### src/rtl/mul_sum.sv
// mul_sum: sequential 8x8 unsigned shift-and-add multiplier.
// The accumulating adder lives in its own combinational block (sum) and is
// reached through an operand/result port triplet so it can be shared or swapped.

// sum: 16-bit combinational adder, result wraps modulo 2^16.
module sum (
  input  logic [15:0] a,
  input  logic [15:0] b,
  output logic [15:0] result
);

  assign result = a + b;

endmodule

// mul: control and datapath for the shift-and-add multiplication.
module mul (
  input  logic        clk,
  input  logic        rst,
  input  logic        start,
  input  logic [7:0]  a_i,
  input  logic [7:0]  b_i,
  output logic [15:0] result,
  output logic        busy,
  output logic [15:0] sum_in_a,
  output logic [15:0] sum_in_b,
  input  logic [15:0] sum_out
);

  typedef enum logic {
    IDLE = 1'b0,
    RUN  = 1'b1
  } state_t;

  state_t      state_q, state_d;
  logic [15:0] a_q, a_d;     // multiplicand, zero-extended so shifts stay in range
  logic [7:0]  b_q, b_d;     // multiplier, one bit consumed per step
  logic [2:0]  i_q, i_d;     // step index, also the shift amount
  logic [15:0] acc_q, acc_d; // running sum, doubles as the visible product

  // State and datapath registers; reset aborts any in-flight operation.
  always_ff @(posedge clk or negedge rst) begin
    if (!rst) begin
      state_q <= IDLE;
      a_q     <= 16'h0000;
      b_q     <= 8'h00;
      i_q     <= 3'd0;
      acc_q   <= 16'h0000;
    end else begin
      state_q <= state_d;
      a_q     <= a_d;
      b_q     <= b_d;
      i_q     <= i_d;
      acc_q   <= acc_d;
    end
  end

  // Next-state logic and adder operand selection.
  always_comb begin
    state_d  = state_q;
    a_d      = a_q;
    b_d      = b_q;
    i_d      = i_q;
    acc_d    = acc_q;
    sum_in_a = acc_q;
    sum_in_b = 16'h0000;
    case (state_q)
      IDLE: begin
        if (start) begin
          a_d     = {8'h00, a_i};
          b_d     = b_i;
          acc_d   = 16'h0000;
          i_d     = 3'd0;
          state_d = RUN;
        end else begin
          state_d = IDLE;
        end
      end
      RUN: begin
        // Partial product is the shifted multiplicand when the current multiplier bit is set.
        if (b_q[i_q]) begin
          sum_in_b = a_q << i_q;
        end else begin
          sum_in_b = 16'h0000;
        end
        acc_d = sum_out;
        if (i_q == 3'd7) begin
          state_d = IDLE;
        end else begin
          i_d = i_q + 3'd1;
        end
      end
      default: begin
        state_d = IDLE;
      end
    endcase
  end

  assign result = acc_q;
  assign busy   = (state_q == RUN);

endmodule

// mul_sum: top wrapper connecting the multiplier core to its adder.
module mul_sum (
  input  logic        clk,
  input  logic        rst,
  input  logic        start,
  input  logic [7:0]  a_i,
  input  logic [7:0]  b_i,
  output logic [15:0] result,
  output logic        busy
);

  logic [15:0] sum_in_a_s;
  logic [15:0] sum_in_b_s;
  logic [15:0] sum_out_s;

  mul u_mul (
    .clk      (clk),
    .rst      (rst),
    .start    (start),
    .a_i      (a_i),
    .b_i      (b_i),
    .result   (result),
    .busy     (busy),
    .sum_in_a (sum_in_a_s),
    .sum_in_b (sum_in_b_s),
    .sum_out  (sum_out_s)
  );

  sum u_sum (
    .a      (sum_in_a_s),
    .b      (sum_in_b_s),
    .result (sum_out_s)
  );

endmodule

### config.mk
export PLATFORM = sky130hd
export DESIGN_NAME = mul_sum
export DESIGN_NICKNAME = d
export VERILOG_FILES = /design/src/rtl/mul_sum.sv
export SDC_FILE = /design/constraint.sdc
export NUM_CORES = 1
export LEC_CHECK = 0
export BUFFER_PORTS_ARGS = -buffer_cell sky130_fd_sc_hd__clkbuf_2
export CAP_MARGIN = 20
export CORE_ASPECT_RATIO = 0.7
export CORE_MARGIN = 3
export CORE_UTILIZATION = 50
export DETAILED_ROUTE_END_ITERATION = 6
export PLACE_DENSITY = 0.8
export SLEW_MARGIN = 20
export SYNTH_ARGS = -nofsm -noshare
export SYNTH_HDL_FRONTEND = slang
export SYNTH_SLANG_ARGS = --single-unit
### constraint.sdc
create_clock -name clk -period 3.9 [get_ports clk]
set_clock_uncertainty 0.15 [all_clocks]
set_input_delay 0.78 -clock clk [delete_from_list [all_inputs] [get_ports clk]]
set_output_delay 0.78 -clock clk [all_outputs]
set_load 0.01 [all_outputs]
==> metrics.md, run 1 <==
| Metric | Value |
|---|---|
| ANT nets after route | `0` |
| Number of synthesized register bits | `36` |
| Die Y-Extent | `64.09 µm` |
| Antenna diode count | `0` |
| EDFF count, synth | `0` |
| Horizontal die dimension | `88.98 µm` |
| Per-instance average area after synthesis | `9.958 µm²` |
| Largest fanout of any net on the critical path | `17` |
| Post-synth top area cell | `dfrtp_1` |
| Iteration-0 DRC Markers | `114` |
| Number of cells produced by synthesis | `242` |
| Shortest period the worst path allows | `3.493 ns` |
| Nets in the synthesized netlist | `279` |
| Port Buf Inserts | `35` |
| Startpoint kind of the worst setup timing path | `flip-flop` |
| Syn-to-layout area delta | `13.08%` |
| Number of max-slew violations in the final report | `0` |
| Via count of the first global-routing pass | `1869` |
| Classification of the worst-slack hold path | `flip-flop to flip-flop` |
| CP most frequent cell | `nand2_1` |
| Final-layout setup total negative slack | `0 ns` |
| Total Die Area | `0.005702 mm²` |
| Reg clk slew, reported paths | `0.08 ns` |
| Remaining max-slew budget at the tightest pin | `41.71%` |
| Cell count after placement | `324` |
| DRC errors left | `0` |
| Vias per Instance | `5.894` |
| Yosys cell types | `41` |
| Number of detailed-routing iterations run before antenna repair | `4` |
| Aggregate global-route resource usage | `20.48%` |
| Final Hold Violating Endpoints | `0` |
| Setup fix buffers added after clock tree synthesis | `0` |
| Final cell area excluding filler cells | `0.002725 mm²` |
| Proportion of netlist area held by the largest area contributor | `37.38%` |
| FF+latch area | `900.9 µm²` |
| Initial antenna violation count | `0` |
| Most frequent cells after synthesis | `36 x dfrtp_1, 24 x nor2_1, 19 x mux2_2` |
| Fmax | `286.3 MHz` |
| Final clock period utilization by the worst path | `89.57%` |
| Share of synthesized registers carrying an async set or reset | `100.0%` |
| CP top delay family | `compound AO/OA/AOI/OAI gates` |
| CTS-repair resized insts | `0` |
| CP bufs+invs | `0` |
| Cell types occupying the most area after synthesis | `dfrtp_1 37%, mux2_2 8.9%, ha_1 8.8%` |
| Number of buffers added by the clock tree synthesis step | `5` |
| Slowest-stage cell, CP | `dfrtp_1` |
| Maximum ir drop on the vdd rail | `0.5027 mV` |
| Via count | `1951` |
| Layout net count | `313` |
| CTS Sinks | `36` |
| Count leader, synth | `dfrtp_1` |
| Core area | `0.004479 mm²` |
| Type of the worst setup path | `flip-flop to flip-flop` |
| Drt total wl | `5250 µm` |
| Instance area at placement | `0.002629 mm²` |
| CTS H-tree depth | `2` |
| Kind of end point of the critical path | `flip-flop` |
| Sequential fraction of the synthesis area | `37.38%` |
| CP cell instances | `mux4_2 -> nand2_1 -> nand2_1 -> nand2_1 -> a21oi_1 -> ha_1 -> a21o_1 -> a31oi_1 -> a211oi_1 -> o211ai_2 -> mux2i_1 -> a211o_1` |
| Top FF cell, synth | `dfrtp_1` |
| DR WL/cell | `15.86 µm` |
| RSZ-0062 raised after global routing | `false` |
| Number of hold buffers added after CTS | `0` |
| Number of setup violations in the final report | `0` |
| Combined area of the multi-input logic cells | `0.001435 mm²` |
| Largest stage delay on the critical path | `0.73 ns` |
| Initial Utilization | `53.80%` |
| IO Pins | `36` |
| Arrival time of the worst setup path | `3.53 ns` |
| Root Driver | `clkbuf_8` |
| Clock tree from TritonCTS | `done` |
| Rows | `20` |
| Largest buffer count on any clock path | `2` |
| Final-layout fill cell count | `385` |
| GPL Wtd Cong | `0.8624` |
| Post-synthesis instance area | `0.002410 mm²` |
| Fraction of final layout cells sized beyond drive strength 1 | `25.72%` |
| Result of the run | `complete, no violations` |
| Total Power | `2.857 mW` |
| Grt total ovfl | `0` |
| Req. time, crit path | `3.93 ns` |
| Leakage power total | `1.352 nW` |
| Warning count from the yosys run | `0` |
| Detail Placement HPWL | `3955 µm` |
| Largest net degree at the start of global routing | `37` |
| Number of cells in the finished layout apart from fillers | `331` |
| First-pass GRT wire length | `9080 µm` |
| Worst skew pair latency | `0.29 ns` |
| MaxCap Viol Count | `0` |
| Pwr Density | `1048 mW/mm²` |
| Actual slew at the worst max-slew pin | `0.8744 ns` |
-- flip-flops by register name, indices dropped and copies added, names as in the netlist --
signal and count:
u_mul.result 16, u_mul.b_q 8, u_mul.busy 1, u_mul.a_q 8, u_mul.i_q 3
-- power by group --
| group | leakage [nW] | switching [mW] | total (mW) | internal, mW |
|---|---|---|---|---|
| combinational | 0.863 | 0.951 | 1.80 | 0.847 |
| sequential | 0.439 | 0.196 | 0.768 | 0.572 |
| clock | 0.0503 | 0.133 | 0.291 | 0.157 |
-- placed cells by master (no fill, tap or decap), drive strengths merged, types with 6 or more instances in the layout --
cell | netlist | final
mux2 | 19 | 19
dfrtp | 36 | 36
nor2 | 24 | 24
nand3 | 6 | 6
ha | 17 | 17
mux2i | 7 | 7
clkbuf | 8 | 42
a21oi | 17 | 17
xnor2 | 6 | 6
nand2 | 15 | 15
a22o | 13 | 13
xor2 | 6 | 6
o21ai | 12 | 12
-- area by class of cell --
class | count | area share, %
inverter | 5 | 0.6887
sequential | 36 | 33.06
multi-input combinational | 189 | 52.66
timing repair buffer | 39 | 7.530
clock buffer | 7 | 3.535
tap | 55 | 2.525
-- logic make-up (layout without fill, tap and decap cells) --
family | after synthesis | in the layout | synth area share (%)
buf+inv | 17 | 51 | 3.063
fa+ha+maj | 18 | 18 | 9.657
xor+xnor | 12 | 12 | 4.361
compound gates | 64 | 64 | 18.80
flops | 36 | 36 | 37.38
simple gates | 67 | 67 | 13.08
mux | 28 | 28 | 13.66
-- worst paths after layout --
path / startpoint / endpoint / slack [ns] / cells after the start
max in group asynchronous: rst / u_mul.result[5] / 2.61 / 1
min: u_mul.result[15] / u_mul.result[15] / 0.34 / 1
max: u_mul.i_q[1] / u_mul.result[13] / 0.41 / 12
min in group asynchronous: rst / u_mul.result[14] / 0.44 / 1
min reg2reg: u_mul.result[15] / u_mul.result[15] / 0.34 / 1
max reg2reg: u_mul.i_q[1] / u_mul.result[13] / 0.41 / 12
-- per-layer routing --
| metal | up-vias | global-route usage (%) | routed length (µm) |
|---|---|---|---|
| met5 | - | 0 | 0 |
| met1 | 934 | 30.93 | 2671 |
| met2 | 52 | 28.43 | 2195 |
| met4 | 0 | 7.063 | 87 |
| met3 | 7 | 4.768 | 296 |
| li1 | 958 | - | - |
-- through the flow --
stage | util, % | setup slack (ns) | hold slack, ns
2_1_floorplan | - | 0.7217 | 0.3252
3_3_place_gp | 58.69 | 0.5343 | 0.3237
3_5_place_dp | 58.69 | 0.4703 | 0.3346
4_1_cts | 60.84 | 0.4475 | 0.3446
5_1_grt | 60.84 | 0.1195 | 0.3809
6_report | 60.84 | 0.4069 | 0.3376
(Power assumes the default switching activity.)
==> run 2: changes to the inputs <==
--- a/config.mk
+++ b/config.mk
@@ -6,8 +6,7 @@
 export NUM_CORES = 1
 export LEC_CHECK = 0
 export BUFFER_PORTS_ARGS = -buffer_cell sky130_fd_sc_hd__clkbuf_2
-export CAP_MARGIN = 20
-export CORE_ASPECT_RATIO = 0.7
+export CAP_MARGIN = 30
 export CORE_MARGIN = 3
 export CORE_UTILIZATION = 50
 export DETAILED_ROUTE_END_ITERATION = 6
==> run 2 against run 1 <==
Register-to-register slack hardly changed. Clock power increased by 14%. Worst hold slack worse by 0.048 ns. Non-clock buffer count rose by 1. Final cell count is 0.30% lower. Maximum frequency is 0.28% lower. Sequential share of layout area is 0.46 points lower. Utilization grew 0.52 points. Largest cell class unchanged. Highest routed layer unchanged. Sequential cell count unchanged. Wire length down 6.5%. Critical path depth fell by 1.
==> metrics.md, run 2 (synthesis results as in run 1) <==
| Metric | Value |
|---|---|
| Fraction of final layout cells sized beyond drive strength 1 | `26.26%` |
| Total Die Area | `0.005689 mm²` |
| Classification of the worst-slack hold path | `input port to async pin` |
| Power share of the combinational group | `62.0%` |
| Critical register-to-register path startpoint | `u_mul.i_q[1]` |
| Metal1 wirelength | `2444 µm` |
| Final clock period utilization by the worst path | `89.82%` |
| Aggregate global-route resource usage | `19.08%` |
| Setup fix buffers added after clock tree synthesis | `0` |
| DR WL/cell | `14.87 µm` |
| Met2 WL post-DR | `2200 µm` |
| ANT nets after route | `0` |
| Actual slew at the worst max-slew pin | `0.6043 ns` |
| Port Buf Inserts | `35` |
| Number of flip-flops under the largest register name | `16` |
| Largest net degree at the start of global routing | `37` |
| Antenna diode count | `0` |
| Top library cells by usage in the layout, fill and taps aside | `36 x dfrtp_1, 35 x clkbuf_2, 24 x nor2_1` |
| Internal power component | `1.609 mW` |
| MaxCap Viol Count | `0` |
| Worst skew pair latency | `0.29 ns` |
| Number of detailed-routing iterations run before antenna repair | `4` |
| Arrival time of the worst setup path | `3.54 ns` |
| CTS Sinks | `36` |
| Shortest period the worst path allows | `3.503 ns` |
| Largest fanout of any net on the critical path | `17` |
| Startpoint kind of the worst setup timing path | `flip-flop` |
| Kind of end point of the critical path | `flip-flop` |
| Syn-to-layout area delta | `14.69%` |
| CTS-repair resized insts | `0` |
| Worst setup slack for register-to-register paths | `0.40 ns` |
| Final-layout fill cell count | `383` |
| CTS H-tree depth | `2` |
| Fmax | `285.5 MHz` |
| Detail Placement HPWL | `3625 µm` |
| Number of hold buffers added after CTS | `0` |
| Final Hold Violating Endpoints | `0` |
| GPL Wtd Cong | `0.8845` |
| Number of setup violations in the final report | `0` |
| Rows | `24` |
| Drt total wl | `4908 µm` |
| Iteration-0 DRC Markers | `65` |
| IO Pins | `36` |
| Final-layout setup total negative slack | `0 ns` |
| Via count of the first global-routing pass | `1788` |
| Remaining max-slew budget at the tightest pin | `59.72%` |
| Req. time, crit path | `3.93 ns` |
| Power share of the sequential group | `26.5%` |
| Type of the worst setup path | `flip-flop to flip-flop` |
| Met3 wire length | `183 µm` |
| Via count | `1928` |
| R2R cell count | `11` |
| Switching component of the power | `1.261 mW` |
| Maximum ir drop on the vdd rail | `0.4816 mV` |
| Result of the run | `complete, no violations` |
| DRC errors left | `0` |
| Pwr Density | `1038 mW/mm²` |
| Most common cell after layout, fill and taps aside | `dfrtp_1` |
| Worst setup path endpoint | `u_mul.result[13]` |
| Post-layout util | `61.36%` |
| Leakage power total | `1.368 nW` |
| Root Driver | `clkbuf_8` |
| Worst Setup SP | `u_mul.i_q[1]` |
| Clock tree from TritonCTS | `done` |
| RSZ-0062 raised after global routing | `false` |
| Highest metal layer with signal wires | `met4` |
| Horizontal die dimension | `75.43 µm` |
| Reg clk slew, reported paths | `0.08 ns` |
| Number of max-slew violations in the final report | `0` |
| Initial Utilization | `53.50%` |
| Endpoint of the worst register-to-register path | `u_mul.result[13]` |
| Grt total ovfl | `0` |
| Largest buffer count on any clock path | `2` |
| Die Y-Extent | `75.43 µm` |
| Core area | `0.004504 mm²` |
| First-pass GRT wire length | `8390 µm` |
| Switching part of the total | `43.93%` |
| Number of buffers added by the clock tree synthesis step | `5` |
| Vias per Instance | `5.842` |
| Initial antenna violation count | `0` |
| Layout net count | `314` |
| Fraction of power consumed by the clock network | `11.5%` |
[run 2: how the worst min path moves through the flow]
stage / endpoint / slack (ns) / depth (start not counted)
2_1_floorplan: u_mul.a_q[0] / 0.33 / 0
3_3_place_gp: u_mul.result[15] / 0.33 / 1
3_5_place_dp: u_mul.result[15] / 0.33 / 1
4_1_cts: u_mul.result[15] / 0.34 / 1
5_1_grt: u_mul.result[9] / 0.32 / 1
6_report: u_mul.result[9] / 0.29 / 1
[run 2: critical path, stage by stage, from the launching register on]
cell and delay [ns]:
dfrtp_1 0.73, mux4_2 0.34, nand2_1 0.06, nand2_1 0.07, nand2_1 0.15, a211oi_1 0.31, ha_1 0.38, a2111o_1 0.42
o221a_4 0.23, o211ai_2 0.18, mux2i_1 0.10, a211o_1 0.26
[run 2: routing by layer]
layer  up-vias  global-route usage, %
met2        31                  29.43
met1       919                  26.68
met3         7                  4.222
met4         0                  6.408
li1        971                      -
met5         -                      0
[run 2: area by class of cell]
cell class	count	area, µm²	area share [%]
clock inverters	3	42.54	1.539
clock buffers	5	68.82	2.490
multi-input cells	189	1435	51.92
flip-flops and latches	36	900.9	32.59
well taps	52	65.06	2.354
repair buffers	40	232.7	8.420
inverters	5	18.77	0.6790
[run 2: power by group through the flow]
stage               Sequential [mW]  Clock, mW  Combinational, mW
floorplan                     0.725          0               1.45
global placement              0.758          0               1.74
detailed placement            0.764          0               1.76
CTS                           0.758      0.339               1.78
global route                  0.791      0.359               2.01
finish                        0.760      0.331               1.78
[run 2: metrics by stage]
step | instances | power (mW) | hold WS, ns | instance area [µm²] | worst slack [ns]
after floorplan | 242 | 2.176 | 0.3252 | 2410 | 0.7217
after global placement | 321 | 2.500 | 0.3267 | 2625 | 0.4572
after detailed placement | 321 | 2.526 | 0.3286 | 2625 | 0.4115
after CTS | 329 | 2.876 | 0.3386 | 2736 | 0.3848
after global routing | 330 | 3.156 | 0.3169 | 2764 | 0.1385
final | 330 | 2.870 | 0.2900 | 2764 | 0.3970
